[src/rtl/decode_queue.sv]
//------------------------------------------------------------------------------
// decode_queue: decodes 16-bit instructions at push into a DEPTH-entry FIFO of
// decoded fields (Rn/Rd/Rm, sign-extended immediates, branch/illegal flags).
// Revision: 1.0
//------------------------------------------------------------------------------
`default_nettype none

module decode_queue #(
    parameter int W     = 16,
    parameter int DEPTH = 2
) (
    input  logic                     clk,
    input  logic                     reset_n,
    input  logic                     in_valid,
    output logic                     in_ready,
    input  logic [15:0]              in_instr,
    input  logic                     flush,
    output logic                     out_valid,
    input  logic                     out_ready,
    output logic [2:0]               out_opcode,
    output logic [1:0]               out_op,
    output logic [1:0]               out_aluop,
    output logic [2:0]               out_rn,
    output logic [2:0]               out_rd,
    output logic [2:0]               out_rm,
    output logic [1:0]               out_shift,
    output logic [2:0]               out_cond,
    output logic [W-1:0]             out_sximm5,
    output logic [W-1:0]             out_sximm8,
    output logic                     out_is_branch,
    output logic                     out_illegal,
    output logic [$clog2(DEPTH):0]   count,
    output logic [7:0]               illegal_cnt
);

    localparam int AW = $clog2(DEPTH);
    localparam int CW = AW + 1;
    localparam logic [CW-1:0] FULL = CW'(DEPTH);

    typedef struct packed {
        logic [2:0]   opcode;
        logic [1:0]   op;
        logic [2:0]   rn;
        logic [2:0]   rd;
        logic [2:0]   rm;
        logic [1:0]   shift;
        logic [2:0]   cond;
        logic [W-1:0] sximm5;
        logic [W-1:0] sximm8;
        logic         is_branch;
        logic         illegal;
    } entry_t;

    entry_t        mem [DEPTH];
    entry_t        dec;
    entry_t        head;
    logic          legal;
    logic [AW-1:0] wr_ptr;
    logic [AW-1:0] rd_ptr;
    logic          push;
    logic          pop;

    assign in_ready  = (count != FULL);
    assign out_valid = (count != '0);
    assign push      = in_valid && in_ready;
    assign pop       = out_valid && out_ready;

    always_comb begin
        dec           = '0;
        legal         = 1'b0;
        dec.opcode    = in_instr[15:13];
        dec.op        = in_instr[12:11];
        dec.rn        = in_instr[10:8];
        dec.rd        = in_instr[7:5];
        dec.shift     = in_instr[4:3];
        dec.rm        = in_instr[2:0];
        dec.sximm5    = W'($signed(in_instr[4:0]));
        dec.sximm8    = W'($signed(in_instr[7:0]));
        dec.is_branch = (in_instr[15:13] == 3'b001) || (in_instr[15:13] == 3'b010);
        dec.cond      = dec.is_branch ? in_instr[10:8] : 3'b000;
        case (in_instr[15:13])
            3'b110:                legal = (in_instr[11] == 1'b0);
            3'b101:                legal = 1'b1;
            3'b011, 3'b100, 3'b111: legal = (in_instr[12:11] == 2'b00);
            3'b001:                legal = (in_instr[10:8] <= 3'b100);
            3'b010:                legal = (in_instr[12:11] != 2'b01);
            default:               legal = 1'b0;
        endcase
        dec.illegal   = !legal;
    end

    // Storage has no reset: entries are only visible through the out_valid gate.
    always_ff @(posedge clk) begin
        if (push && !flush) begin
            mem[wr_ptr] <= dec;
        end
    end

    always_ff @(posedge clk or negedge reset_n) begin
        if (!reset_n) begin
            wr_ptr      <= '0;
            rd_ptr      <= '0;
            count       <= '0;
            illegal_cnt <= '0;
        end else if (flush) begin
            wr_ptr <= '0;
            rd_ptr <= '0;
            count  <= '0;
        end else begin
            if (push) begin
                wr_ptr <= wr_ptr + AW'(1);
                if (dec.illegal && (illegal_cnt != 8'hFF)) begin
                    illegal_cnt <= illegal_cnt + 8'd1;
                end
            end
            if (pop) begin
                rd_ptr <= rd_ptr + AW'(1);
            end
            case ({push, pop})
                2'b10:   count <= count + CW'(1);
                2'b01:   count <= count - CW'(1);
                default: count <= count;
            endcase
        end
    end

    assign head = out_valid ? mem[rd_ptr] : '0;

    assign out_opcode    = head.opcode;
    assign out_op        = head.op;
    assign out_aluop     = head.op;
    assign out_rn        = head.rn;
    assign out_rd        = head.rd;
    assign out_rm        = head.rm;
    assign out_shift     = head.shift;
    assign out_cond      = head.cond;
    assign out_sximm5    = head.sximm5;
    assign out_sximm8    = head.sximm8;
    assign out_is_branch = head.is_branch;
    assign out_illegal   = head.illegal;

endmodule

`default_nettype wire

[config.mk]
export PLATFORM = sky130hd
export DESIGN_NAME = decode_queue
export DESIGN_NICKNAME = d
export VERILOG_FILES = /design/src/rtl/decode_queue.sv
export SDC_FILE = /design/constraint.sdc
export NUM_CORES = 1
export LEC_CHECK = 0
export CAP_MARGIN = 20
export CORE_MARGIN = 5
export CORE_UTILIZATION = 50
export CTS_BUF_LIST = sky130_fd_sc_hd__clkbuf_4
export CTS_CLUSTER_SIZE = 12
export DETAILED_ROUTE_END_ITERATION = 10
export GPL_ROUTABILITY_DRIVEN = 0
export PLACE_DENSITY = 0.89
export SYNTH_ARGS = -nofsm -noshare
export SYNTH_HDL_FRONTEND = slang
export SYNTH_SLANG_ARGS = --single-unit
[constraint.sdc]
create_clock -name clk -period 4.3 [get_ports clk]
set_clock_uncertainty 0.15 [all_clocks]
set_input_delay 0.645 -clock clk [delete_from_list [all_inputs] [get_ports clk]]
set_output_delay 0.645 -clock clk [all_outputs]
set_load 0.05 [all_outputs]
==> run summary <==
The initial antenna violation count is 0, and the routed length per placed instance is 14.65 um. TritonCTS built the clock tree. After layout, the minimum clock period comes to 3383 ps.

In the routed design, unresolved DRC markers number 0. The top cell type by total area after synthesis was edfxtp_1. Area inside the core boundary: 5042 sq um. The cts-stage hold buffer count is 0.

The tools report the number of cell rows as 26. The tools report the netlist area before placement as 2575 sq um. The tools report the largest voltage drop on the vdd net as 457.4 uV. By startpoint and endpoint, the worst setup path is classified as reg -> out.

The final count of negative-setup-slack endpoints was 0; the clock transition at the registers of the reported paths was 140 ps. Setup repair after global routing left no endpoint under its margin. The relative slew slack is 27.77%, and the antenna diode count is 0. Buffers placed on the I/O ports in this run total 87. The tools report the combinational share of power as 38.4%. The die covers 6686 sq um.

Post-CTS timing repair inserted 0 buffers for setup. Post-route fraction of the period consumed by the critical path: 78.67%. The post-detailed-routing wire length came out at 4.865 mm. The internal power summed over all cells came out at 852.5 uW. In the routed layout, each cell is associated on average with a via count of 4.886. The worst setup path is launched from a register.

The endpoint type of the worst setup path is an output pin. The required arrival time at the worst endpoint is 3500 ps, and the sequential fraction of the synthesis area is 60.64%. For the pin with the worst max-slew slack, the measured transition is 1082 ps. For the worst setup path, the data arrival time is 2590 ps. For the total number of clock tree sinks, the log shows 54.

The run gives 0 as the count of final hold-check violations. The run gives 1.192 nW as the leakage power summed over all cells. The run gives 0 as the remaining number of nets flagged by the antenna check after routing.

The number of distinct library cells after synthesis was 33. In the final layout, the share of cells above drive strength 1 is 7.252%. During synthesis, Yosys emitted a total of 0 warnings. Per report_power, the sequential group accounts for 46.6% of the total. During I/O placement, the number of pins put on the boundary was 88. For the number of H-tree levels, the log shows 2. Summed over all failing endpoints, the final setup total negative slack is 0 ps.

In this run the mean area of a mapped cell was 12.56 sq um. Root buffer selected by CTS: clkbuf_4. The clock passes through at most 2 buffers. The run gives 1,622 as the via count. The final net count was 283; the number of gates given a new drive strength after cts was 0. The first detailed-routing pass took 4 iterations.

Number of max-capacitance violations reported: 0. For this design the ratio of total power to cell area is 418.2 nW/um^2. The die height is 81.77 um, and the largest fanout of any net on the critical path is 12. The net switching power of the design came out at 539.2 uW. The first routing iteration left 67 violations.

Detailed placement ended at an HPWL of 3.665 mm. The run gives 22 as the largest net degree at the start of global routing. The tightest min-delay check is of the reg -> reg type. Once layout is complete, the utilization of the core stands at 66.01%.

Of the total power, the share spent switching nets is 38.74%. The count of mapped cells out of synthesis was 205. The post-synthesis sequential element count is 54, and the fmax is 295.6 MHz.

After global routing the overflow that remains totals 0. When the netlist entered floorplanning its net count stood at 227. The clock network accounts for 15.1% of the total power. Buffers inserted during clock tree synthesis total 5.

Of the post-synthesis cell area, the dominant cell type holds 48.98%. The effective utilization at floorplan came out at 51.07%. Ranked by total cell area, the synthesized netlist is headed by edfxtp_1, dfrtp_1, buf_4, mux2i_1, nor2_1. The run finished with clean final reports. Across every metal layer, demand over resource in global routing totals 14.70%.

The via count of the first global-routing pass was 1,528; the number of slew-limit violations in the final report was 0. Measured along the x axis, the die boundary spans 81.77 um. For the overall power consumption, the log shows 1.392 mW. The first-pass GRT wire length is 7.320 mm. At the later pin of the worst-skew pair, clock insertion delay measures 360 ps.

Compared with the post-synthesis result, the final layout area differs by 29.25%.
[worst paths after layout]
| path | startpoint | end | slack (ps) | depth (start not counted) |
|---|---|---|---|---|
| max in group asynchronous | reset_n | illegal_cnt[1] | 3150 | 1 |
| setup / recovery | count[0] | out_sximm8[12] | 920 | 4 |
| hold / removal | illegal_cnt[5] | illegal_cnt[5] | 360 | 1 |
| hold reg to reg | illegal_cnt[5] | illegal_cnt[5] | 360 | 1 |
| setup reg to reg | count[0] | mem[1][48] | 1760 | 4 |
| min in group asynchronous | reset_n | illegal_cnt[7] | 470 | 1 |
[cell usage after synthesis]
cell type  number
clkbuf_1        5
dfrtp_1        12
ha_1            1
nand3_1         3
nor3_2          3
nand2b_1        4
nor2_1         30
and3b_1         1
edfxtp_1       42
or2_2           1
o21a_1          1
mux2i_1        21
or4_4           1
xnor2_1         1
nand2_1         7
nor2b_1         1
and4_1          1
buf_6           1
inv_1           3
buf_1           1
a21oi_1         5
xor2_1          8
nor3b_4         1
buf_4          34
or2b_1          1
and2_1          3
o21bai_1        1
nor3b_1         1
mux2_1          1
nand4_1         3
a31oi_1         1
nor3_1          5
a211oi_1        1
[flip-flops by register name, indices dropped and copies added, names as in the netlist]
register,count
rd_ptr,1
illegal_cnt,8
count,2
mem,42
wr_ptr,1
[critical path, stage by stage (launching register included)]
cell	delay, ps
dfrtp_1	490
nor2_2	160
buf_4	210
nor2_1	440
clkdlybuf4s50_1	920
[cell type report]
class | count | area, sq um
Clock buffer | 6 | 45.04
Multi-Input combinational cell | 107 | 720.7
Sequential cell | 54 | 1562
Inverter | 3 | 11.26
Tap cell | 70 | 87.58
Timing Repair Buffer | 90 | 893.4
Fill cell | 393 | 1714
Clock inverter | 2 | 8.758
[per-stage QoR]
stage               area, sq um  cells  setup WS (ps)  hold WS (ps)
detailed placement         3274    324           1194         331.6
floorplan                  2575    205          934.4         199.4
CTS                        3328    332          868.7         361.9
finish                     3328    332          917.3         358.1
global route               3328    332          685.8         392.0
global placement           3274    324           1260         339.3
[per-layer routing]
layer / track usage (%) / wire (um)
met5: 0 / 0
met4: 5.980 / 110
met3: 3.618 / 286
met2: 26.90 / 2583
met1: 16.14 / 1885
[cells by family after synthesis]
group                      after synthesis  share of synthesized area, %
adders and majority gates                1                        0.4858
xor gates and xnor gates                 9                         3.061
DFF                                     54                         60.64
AOI/OAI and AO/OA                        9                         2.090
buffers and inverters                   44                         11.66
and+or+nand+nor                         66                         13.46
muxes                                   22                         8.600
[cell usage in the layout (no fill, tap or decap), types with 3 or more instances in the layout]
cell type         n
a21oi_1           5
buf_4             3
nor3_2            3
nor3_1            5
clkdlybuf4s50_1  87
mux2i_1          21
clkbuf_4          6
dfrtp_1          12
nand2b_1          4
nand3_1           3
and2_1            3
edfxtp_1         42
inv_1             3
nor2_2            3
nand2_1           7
xor2_1            8
nor2_1           27
nand4_1           3
[power groups by stage]
stage	Clock, mW	Sequential, mW	Combinational, mW
detailed placement	0	0.659	0.535
global placement	0	0.657	0.527
floorplan	0	0.734	0.306
global route	0.242	0.655	0.562
finish	0.210	0.648	0.534
CTS	0.216	0.648	0.538
Power figures use the tool's default switching activity.
